$ cat src/rtl/bar_peak_sequencer_pkg.sv
// Shared constants, state encoding and helpers for the bar/peak redraw sequencer.
package bar_peak_sequencer_pkg;

    localparam int unsigned MAX_H           = 96;
    localparam int unsigned NUM_BARS_DEF    = 200;
    localparam int unsigned HOLD_FRAMES_DEF = 30;
    localparam int unsigned TOP_W           = 7;
    localparam int unsigned MAG_W           = 8;
    localparam int unsigned ADDR_W          = 9;

    typedef enum logic [3:0] {
        IDLE,
        CHG,
        REQ,
        WMAG,
        CALC,
        ISSUE,
        WEND,
        NEXT,
        DONE
    } seqState_e;

    // Width of the per-entry hold counter
    function automatic int unsigned holdWidth(input int unsigned holdFrames);
        return (holdFrames > 0) ? $clog2(holdFrames + 1) : 1;
    endfunction

    // Raw magnitude clipped to the drawable height range
    function automatic logic [TOP_W-1:0] satHeight(input logic [MAG_W-1:0] mag);
        if (mag >= MAG_W'(MAX_H)) begin
            return TOP_W'(MAX_H);
        end
        return mag[TOP_W-1:0];
    endfunction

endpackage

$ cat src/rtl/bar_peak_sequencer_peak_mem.sv
// Peak-marker storage: one {top, hold} entry per bar per channel.
module bar_peak_sequencer_peak_mem
    import bar_peak_sequencer_pkg::*;
#(
    parameter  int unsigned DEPTH = 2 * NUM_BARS_DEF,
    parameter  int unsigned WIDTH = TOP_W + 5,
    localparam int unsigned IDX_W = $clog2(DEPTH)
) (
    input  logic             Clock,
    input  logic [IDX_W-1:0] Addr,
    input  logic             WrEn,
    input  logic [WIDTH-1:0] WrData,
    output logic [WIDTH-1:0] RdData
);

    logic [WIDTH-1:0] mem [DEPTH];

    // Single-port read-first RAM; read data appears the cycle after the address
    always_ff @(posedge Clock) begin
        if (WrEn) begin
            mem[Addr] <= WrData;
        end
        RdData <= mem[Addr];
    end

endmodule

$ cat src/rtl/bar_peak_sequencer.sv
// Walks every bar of both channels once per frame: fetch magnitude, update the
// peak marker, hand the bar to the draw stage and wait for it to finish.
module bar_peak_sequencer
    import bar_peak_sequencer_pkg::*;
#(
    parameter int unsigned NUM_BARS    = NUM_BARS_DEF,
    parameter int unsigned HOLD_FRAMES = HOLD_FRAMES_DEF
) (
    input  logic              Clock,
    input  logic              Reset,
    input  logic              FrameStart,
    input  logic              DrawTopEn,
    output logic              MagReq,
    output logic [ADDR_W-1:0] MagAddr,
    input  logic              MagValid,
    input  logic [MAG_W-1:0]  MagData,
    output logic              LRChange,
    output logic              Start,
    output logic [TOP_W-1:0]  Bar,
    output logic [TOP_W-1:0]  Top,
    output logic              DrawTop,
    input  logic              End,
    input  logic              Busy,
    output logic              FrameBusy,
    output logic              FrameDone
);

    localparam int unsigned DEPTH   = 2 * NUM_BARS;
    localparam int unsigned IDX_W   = $clog2(DEPTH);
    localparam int unsigned HOLD_W  = holdWidth(HOLD_FRAMES);
    localparam int unsigned ENTRY_W = TOP_W + HOLD_W;
    localparam int unsigned BAR_W   = (NUM_BARS > 1) ? $clog2(NUM_BARS) : 1;

    seqState_e          state;
    logic               ch;
    logic [BAR_W-1:0]   bar;
    logic [TOP_W-1:0]   height;
    logic               clearing;
    logic [IDX_W-1:0]   clrIdx;

    logic [IDX_W-1:0]   memAddr;
    logic               memWrEn;
    logic [ENTRY_W-1:0] memWrData;
    logic [ENTRY_W-1:0] memRdData;
    logic [TOP_W-1:0]   curTop;
    logic [TOP_W-1:0]   newTop;
    logic [HOLD_W-1:0]  curHold;
    logic [HOLD_W-1:0]  newHold;

    // Linear magnitude/peak index for a channel and bar
    function automatic logic [ADDR_W-1:0] barAddr(input logic chSel, input logic [BAR_W-1:0] barSel);
        return ADDR_W'(barSel) + (chSel ? ADDR_W'(NUM_BARS) : ADDR_W'(0));
    endfunction

    bar_peak_sequencer_peak_mem #(
        .DEPTH (DEPTH),
        .WIDTH (ENTRY_W)
    ) peakMem (
        .Clock  (Clock),
        .Addr   (memAddr),
        .WrEn   (memWrEn),
        .WrData (memWrData),
        .RdData (memRdData)
    );

    // Peak marker rule: new high resets the hold, otherwise hold then fall by one
    always_comb begin
        curTop  = memRdData[ENTRY_W-1:HOLD_W];
        curHold = memRdData[HOLD_W-1:0];
        newTop  = curTop;
        newHold = curHold;
        if (height >= curTop) begin
            newTop  = height;
            newHold = HOLD_W'(HOLD_FRAMES);
        end else if (curHold != '0) begin
            newHold = curHold - HOLD_W'(1);
        end else if (curTop != '0) begin
            newTop = curTop - TOP_W'(1);
        end
    end

    // Memory port: sweep index while clearing, otherwise the bar being fetched
    always_comb begin
        memAddr   = clearing ? clrIdx : IDX_W'(MagAddr);
        memWrEn   = clearing || (state == CALC);
        memWrData = clearing ? '0 : {newTop, newHold};
    end

    // Frame sequencer with registered handshake outputs and post-reset clear sweep
    always_ff @(posedge Clock) begin
        if (Reset) begin
            state     <= IDLE;
            ch        <= 1'b0;
            bar       <= '0;
            height    <= '0;
            clearing  <= 1'b1;
            clrIdx    <= '0;
            MagReq    <= 1'b0;
            MagAddr   <= '0;
            LRChange  <= 1'b0;
            Start     <= 1'b0;
            Bar       <= '0;
            Top       <= '0;
            DrawTop   <= 1'b0;
            FrameBusy <= 1'b0;
            FrameDone <= 1'b0;
        end else begin
            LRChange  <= 1'b0;
            Start     <= 1'b0;
            FrameDone <= 1'b0;

            if (clearing) begin
                clrIdx <= clrIdx + IDX_W'(1);
                if (clrIdx == IDX_W'(DEPTH - 1)) begin
                    clearing  <= 1'b0;
                    FrameBusy <= 1'b0;
                end else begin
                    FrameBusy <= 1'b1;
                end
            end

            unique case (state)
                IDLE: begin
                    if (FrameStart && !clearing) begin
                        ch        <= 1'b0;
                        bar       <= '0;
                        LRChange  <= 1'b1;
                        FrameBusy <= 1'b1;
                        state     <= CHG;
                    end
                end
                CHG: begin
                    MagReq  <= 1'b1;
                    MagAddr <= barAddr(ch, bar);
                    state   <= REQ;
                end
                REQ, WMAG: begin
                    if (MagValid) begin
                        MagReq <= 1'b0;
                        height <= satHeight(MagData);
                        state  <= CALC;
                    end else begin
                        state <= WMAG;
                    end
                end
                CALC: begin
                    Bar     <= height;
                    Top     <= newTop;
                    DrawTop <= DrawTopEn && (newTop > height);
                    state   <= ISSUE;
                end
                ISSUE: begin
                    if (!Busy) begin
                        Start <= 1'b1;
                        state <= WEND;
                    end
                end
                WEND: begin
                    if (End) begin
                        state <= NEXT;
                    end
                end
                NEXT: begin
                    if (bar == BAR_W'(NUM_BARS - 1)) begin
                        if (!ch) begin
                            ch       <= 1'b1;
                            bar      <= '0;
                            LRChange <= 1'b1;
                            state    <= CHG;
                        end else begin
                            FrameDone <= 1'b1;
                            state     <= DONE;
                        end
                    end else begin
                        bar     <= bar + BAR_W'(1);
                        MagReq  <= 1'b1;
                        MagAddr <= barAddr(ch, bar + BAR_W'(1));
                        state   <= REQ;
                    end
                end
                DONE: begin
                    FrameBusy <= 1'b0;
                    state     <= IDLE;
                end
                default: state <= IDLE;
            endcase
        end
    end

endmodule

$ cat config.mk
export PLATFORM = sky130hd
export DESIGN_NAME = bar_peak_sequencer
export DESIGN_NICKNAME = d
export VERILOG_FILES = /design/src/rtl/bar_peak_sequencer_pkg.sv /design/src/rtl/bar_peak_sequencer_peak_mem.sv /design/src/rtl/bar_peak_sequencer.sv
export SDC_FILE = /design/constraint.sdc
export NUM_CORES = 2
export LEC_CHECK = 0
export ABC_CLOCK_PERIOD_IN_PS = 29000
export CORE_UTILIZATION = 63
export CTS_CLUSTER_SIZE = 10
export DETAILED_ROUTE_END_ITERATION = 16
export DONT_BUFFER_PORTS = 1
export HOLD_SLACK_MARGIN = 0.12
export PLACE_DENSITY = 0.81
export SLEW_MARGIN = 20
export SYNTH_ARGS = -nofsm -noshare
export SYNTH_HDL_FRONTEND = slang
export SYNTH_MEMORY_MAX_BITS = 65536
export SYNTH_SLANG_ARGS = --single-unit
$ cat constraint.sdc
create_clock -name Clock -period 29 [get_ports Clock]
set_input_delay 0 -clock Clock [delete_from_list [all_inputs] [get_ports Clock]]
set_output_delay 0 -clock Clock [all_outputs]
set_load 0.05 [all_outputs]
======== After elaboration in Yosys (flattened, before gate mapping) ========
Memory sizes are Yosys's and may differ from the RTL's. A register that Yosys moved wholly into a read port is not among the register bits.
Index checks and enable logic that the tools add are counted.
storage, ports and cells
  bits in registers ....................... 59
  bits in latches ......................... 0
  bits in writable memories ............... 4800
  bits in read-only memories .............. 0
  input bits .............................. 15
  output and inout port bits .............. 29
  memories ................................ 1
operators by class
  add/subtract/negate cells ............... 6
  multiply operators ...................... 0
  div/mod/pow operators ................... 0
  order comparisons ....................... 3
  equal/unequal tests ..................... 17
  shift-type cells ........................ 0
  multiplexer cells ....................... 46
  bitwise gates (word level) .............. 3
  reductions and logical operators ........ 19
memories
  memory       depth  bits a word  rd ports  clocked after Yosys merged registers in  wr ports  RTL line                           text
  peakMem.mem  400    12           1         1                                        1         bar_peak_sequencer_peak_mem.sv:16  logic [WIDTH-1:0] mem [DEPTH];
operator list
  operator                                                               count
  7-bit two-way mux                                                      5
  8-bit two-way mux                                                      4
  4-bit one-hot mux with 7 select lines                                  1
  4-bit two-way mux                                                      5
  1-bit two-way mux                                                      19
  9-bit two-way mux                                                      2
  9-bit one-hot mux with 2 select lines                                  1
  4-bit by 3-bit == test with 1-bit output, second input constant        4
  8-bit one-hot mux with 2 select lines                                  1
  12-bit two-way mux                                                     1
  2-bit != test, second input constant                                   6
  3-bit AND reduction                                                    4
  5-bit two-way mux                                                      2
  8-bit by 8-bit adder with 9-bit output                                 1
  8-bit by 9-bit adder with 9-bit output                                 1
  9-bit by 1-bit adder with 9-bit output, second input constant          1
  9-bit == test, second input constant                                   1
  8-bit by 1-bit adder with 8-bit output, second input constant          1
  4-bit by 2-bit == test with 1-bit output, second input constant        2
  8-bit == test, second input constant                                   1
  8-bit by 7-bit >= comparator with 1-bit output, second input constant  1
  7-bit >= comparator                                                    1
  7-bit > comparator                                                     1
  7-bit nonzero test                                                     1
  19 further kinds                                                       27

======== Logic depth before layout (Yosys ltp) ========
  depth in word-level cells ............... 6
  gate-level depth with buffers ........... 19

======== Modules after synthesis ========
From an unflattened synthesis, not the netlist that was laid out.
second synthesis, totals
  cells, all modules ...................... 9125
  area total of the unflattened synthesis .. 188520.8 um^2
by module, submodules not included
  module                       instances  cells each  area an instance (um^2)
  bar_peak_sequencer_peak_mem  1          8647        184670.9
  bar_peak_sequencer           1          478         3849.9

======== Least setup slack after synthesis ========
Ideal clock, no wire load.
  path kind ............................... reg2reg
  start point ............................. register height[0]
  end point ............................... memory peakMem.mem[0][0] in the netlist's numbering, data pin
  setup time .............................. 3.158 ns
  arrival time ............................ 16.929 ns
  setup slack ............................. 8.914 ns
  cell stages (with the launch flop) ...... 11
  path buffers ............................ 1
  clock period less this slack ............ 20.086 ns
  cell sequence ........................... dfxtp_1 inv_1 ha_1 nand2b_1 a21o_1 a21o_1 a21o_1 a21oi_1 o21ai_0 clkbuf_1 nor3_1
between the ends
  cells in the longest elaborated chain, start to end .. 3
RTL lines
  what                      RTL line                           text
  start: declaration        bar_peak_sequencer.sv:37           logic [TOP_W-1:0] height;
  start signal: assignment  bar_peak_sequencer.sv:140          height <= satHeight(MagData);
  7-bit >= comparator       bar_peak_sequencer.sv:72           if (height >= curTop) begin
  5-bit two-way mux         bar_peak_sequencer.sv:72
  12-bit two-way mux        bar_peak_sequencer.sv:86           memWrData = clearing ? '0 : {newTop, newHold};
  via memWrData[0]          bar_peak_sequencer.sv:43           logic [ENTRY_W-1:0] memWrData;
  end: declaration          bar_peak_sequencer_peak_mem.sv:16
The timed path passes the listed nets, and every way through them passes these cells.

======== Final worst setup path ========
  start point ............................. register MagAddr[0]
  end point ............................... register peakMem.RdData[11] (read register of peakMem.mem)
between the ends
  cells in the longest elaborated chain, start to end .. 1
RTL lines
  what                      RTL line                           text
  start: declaration        bar_peak_sequencer.sv:14           output logic [ADDR_W-1:0] MagAddr,
  start signal: assignment  bar_peak_sequencer.sv:134          MagAddr <= barAddr(ch, bar);
  start signal: assignment  bar_peak_sequencer.sv:177          MagAddr <= barAddr(ch, bar + BAR_W'(1));
  9-bit two-way mux         bar_peak_sequencer.sv:84           memAddr = clearing ? clrIdx : IDX_W'(MagAddr);
  end: declaration          bar_peak_sequencer_peak_mem.sv:13  output logic [WIDTH-1:0] RdData
Every way passes these cells.
A chain may end at the register's enable or synchronous reset.

==> results.sh <==
export IMPL_status="finished, final reports clean"
export IMPL_setup_viol=0
export IMPL_dpl_cell_area_mm2=0.193
export IMPL_rrSetupSlack_ps=21200
export IMPL_pin_count=44
export IMPL_mostFrequentLayoutCells="edfxtp_1 (4,800), mux2i_1 (1,478), o22ai_1 (807), clkbuf_16 (568), mux4_2 (468)"
export IMPL_ir_drop_mv=0.0613
export IMPL_seq_area_mm2=0.146
export IMPL_p_per_area_mw_per_mm2=69.4
export IMPL_core_area_mm2=0.295
export IMPL_ys_seq_elements=4871
export IMPL_drtAntennaViolNets=0
export IMPL_ys_seq_area_frac=0.776
export IMPL_final_area_mm2=0.209
export IMPL_synth_top_area_frac=0.769
export IMPL_slew_headroom=0.0855
export IMPL_finalMaxSlewViolations=0
export IMPL_insertion_delay_ps=1060
export IMPL_internal_power_w=0.0114
export IMPL_ys_dominant_reg_cell="edfxtp_1"
export IMPL_layout_commonest_cell="edfxtp_1"
export IMPL_cp_start_kind="flop"
export IMPL_grt_pass1_wl_um=731000
export IMPL_hold_path_class="input pin to flop"
export IMPL_die_w_um=548
export IMPL_dpl_hpwl_um=278000
export IMPL_synth_edf_count=4800
export IMPL_synth_nets=9866
export IMPL_grt_pass1_vias=104000
export IMPL_worst_pin_slew_ps=1370
export IMPL_track_usage=0.342
export IMPL_grt_overflow_total=0
export IMPL_die_area_mm2=0.300
export IMPL_areaGrowthSynthToFinish_pct=11.6
export IMPL_power_frac_comb=0.042
export IMPL_maxCapViolCount=0
export IMPL_tritoncts="yes"
export IMPL_globalplace_congestion=0.873
export IMPL_synth_area_mm2=0.188
export IMPL_hold_viol_final=0
export IMPL_path_max_fanout=121
export IMPL_fin_ws_ps=21200
export IMPL_syn_avg_cell_area_um2=19.1
export IMPL_cts_root_buf="clkbuf_16"
export IMPL_seqPwrFrac=0.526
export IMPL_row_count=199
export IMPL_drt_pass1_iterations=11
export IMPL_utilization=0.709
export IMPL_wl_per_cell_um=36.7
export IMPL_cts_sinks=4871
export IMPL_synth_area_leaders="edfxtp_1 (77%), mux2i_1 (7.9%), mux4_2 (5.6%)"
export IMPL_slowest_delay_ps=940
export IMPL_start_util=0.636
export IMPL_num_nets_final=10200
export IMPL_nFillCells=16200
export IMPL_finalPower_w=0.0145
export IMPL_synth_area_leader_cell="edfxtp_1"
export IMPL_clkPwrFrac=0.432
export IMPL_pre_cts_ws_ps=21400
export IMPL_required_ps=29910
export IMPL_power_net_switching_w=0.00316
export IMPL_cts_buffers=560
export IMPL_routed_via_density=7.39
export IMPL_port_buffers=0
export IMPL_grt_setup_unrepaired="no"
export IMPL_drive_above_1_share=0.169
export IMPL_wirelength_um=521000
export IMPL_max_freq_ghz=0.128
export IMPL_finClkSkew_ps=70.6
export IMPL_via_count=105000
export IMPL_end_kind="flop"
export IMPL_synth_distinct_cells=62
export IMPL_fin_crit_ps=7800
export IMPL_swShare=0.218
export IMPL_clkTransAtPathRegs_ps=60
export IMPL_critical_path_arrival_ps=8710
export IMPL_crit_type="flop to flop"
export IMPL_htreeDepth=6
export IMPL_syn_inst=9823
export IMPL_drt_iter0_drc=16700
export IMPL_p_leak_nw=56.9
export IMPL_yosysWarnings=0
export IMPL_period_share=0.269
export IMPL_crit_path_top_delay_cell="buf_4"
export IMPL_grt_max_degree=244
export IMPL_path_cells="mux2_8 -> buf_12 -> buf_4 -> buf_12 -> buf_4 -> mux2i_1 -> o22ai_1 -> nor4_1 -> o22ai_1 -> o21ai_0 -> o211ai_1 -> or4_1"
export IMPL_route_detailed_drc=0
export IMPL_cts_setup_buffers=0
export IMPL_multi_input_area_mm2=0.0400
export IMPL_antenna_found_initial=25
export IMPL_max_clock_path_buffers=4
export IMPL_tns_ps=0
export IMPL_async_flop_share=0
export IMPL_die_h_um=548
## cells by family (layout without fill, tap and decap cells)
family                     Yosys count  count (layout)  share of synthesized area
buffers and inverters              637            1066                     0.0167
and+or+nand+nor                   1037            1037                     0.0249
AOI/OAI and AO/OA                 1277            1277                     0.0438
DFF                               4871            4871                      0.776
muxes                             1949            1949                      0.135
other                                0              22                          0
adders and majority gates           28              28                    0.00187
xor gates and xnor gates            24              24                    0.00112
## power by group through the flow
stage	Clock [W]	Sequential, W	Combinational [W]
finish	0.00627	0.00765	0.000609
global route	0.00653	0.00764	0.000615
CTS	0.00626	0.00764	0.000585
detailed placement	0	0.00779	0.000573
global placement	0	0.00779	0.000561
floorplan	0	0.00777	0.000371
## layout make-up
class,count,share of cell area
flip-flops and latches,4871,0.695
multi-input cells,4315,0.191
clock inverters,59,0.00556
diodes,22,0.000263
well taps,3919,0.0234
clock buffers,633,0.0691
inverters,30,0.000538
repair buffers,344,0.0147
## registers in the layout, summed over array words and instances (netlist names)
| register | cells |
|---|---|
| peakMem.mem | 4800 |
| peakMem.RdData | 12 |
| MagAddr | 9 |
| clrIdx | 9 |
| bar | 8 |
| Bar | 7 |
| Top | 7 |
| height | 7 |
| state | 4 |
| DrawTop | 1 |
| FrameBusy | 1 |
| FrameDone | 1 |
| LRChange | 1 |
| MagReq | 1 |
| Start | 1 |
| ch | 1 |
| clearing | 1 |
## worst max-delay path, delay by kind of cell (launching register included)
family	cells	cell delay, ps
buffers and inverters	4	2910
AOI/OAI and AO/OA	4	1500
and+or+nand+nor	2	990
muxes	2	900
DFF	1	830
## worst paths after layout
kind / startpoint / end / cells past startpoint
worst max register to register: MagAddr[0]$_SDFFE_PP0P_ / peakMem.RdData[11]$_DFF_P_ / 12
worst min register to register: height[5]$_SDFFE_PP0P_ / Bar[5]$_SDFFE_PP0P_ / 2
worst min-delay path: DrawTopEn / DrawTop$_SDFFE_PP0P_ / 4
worst max-delay path: MagAddr[0]$_SDFFE_PP0P_ / peakMem.RdData[11]$_DFF_P_ / 12
## metal layers
metal / track usage / up-vias / wire length [um]
li1: - / 40600 / -
met1: 0.438 / 52800 / 170000
met2: 0.521 / 9707 / 241000
met3: 0.108 / 1870 / 76000
met4: 0.200 / 18 / 33900
met5: 0.00253 / - / 130
## stage by stage
step / std cells / hold slack (ps)
2_1_floorplan: 9823 / 78.3
3_3_place_gp: 13400 / 75.4
6_report: 14200 / 299
5_1_grt: 14200 / 337
4_1_cts: 14200 / 216
3_5_place_dp: 13400 / 76.5
## timing repair
| action | 4_1_cts | 5_1_grt |
|---|---|---|
| resized for setup | 0 | 0 |
| hold buffers | 42 | 0 |
| endpoints found under the hold margin | 59 | 0 |
## synth_stat cells (all sizes together), types with 5 or more instances
master,instances
a22oi,150
a221oi,11
mux2i,1478
o31a,8
a21oi,111
a311oi,5
xor2,8
or2,8
nand3b,7
edfxtp,4800
ha,28
nand4,30
o21ai,80
mux4,468
a31oi,5
or4,12
nor3b,6
inv,30
nand3,19
nor3,20
nand2,251
o41ai,7
nor2,478
a211oi,23
xnor2,16
o21a,5
buf,325
nand2b,7
o211ai,8
nor4,181
a21o,5
o22ai,808
a41oi,14
clkbuf,282
o221ai,18
dfxtp,71
No activity file was read; power rests on OpenSTA's default activity.
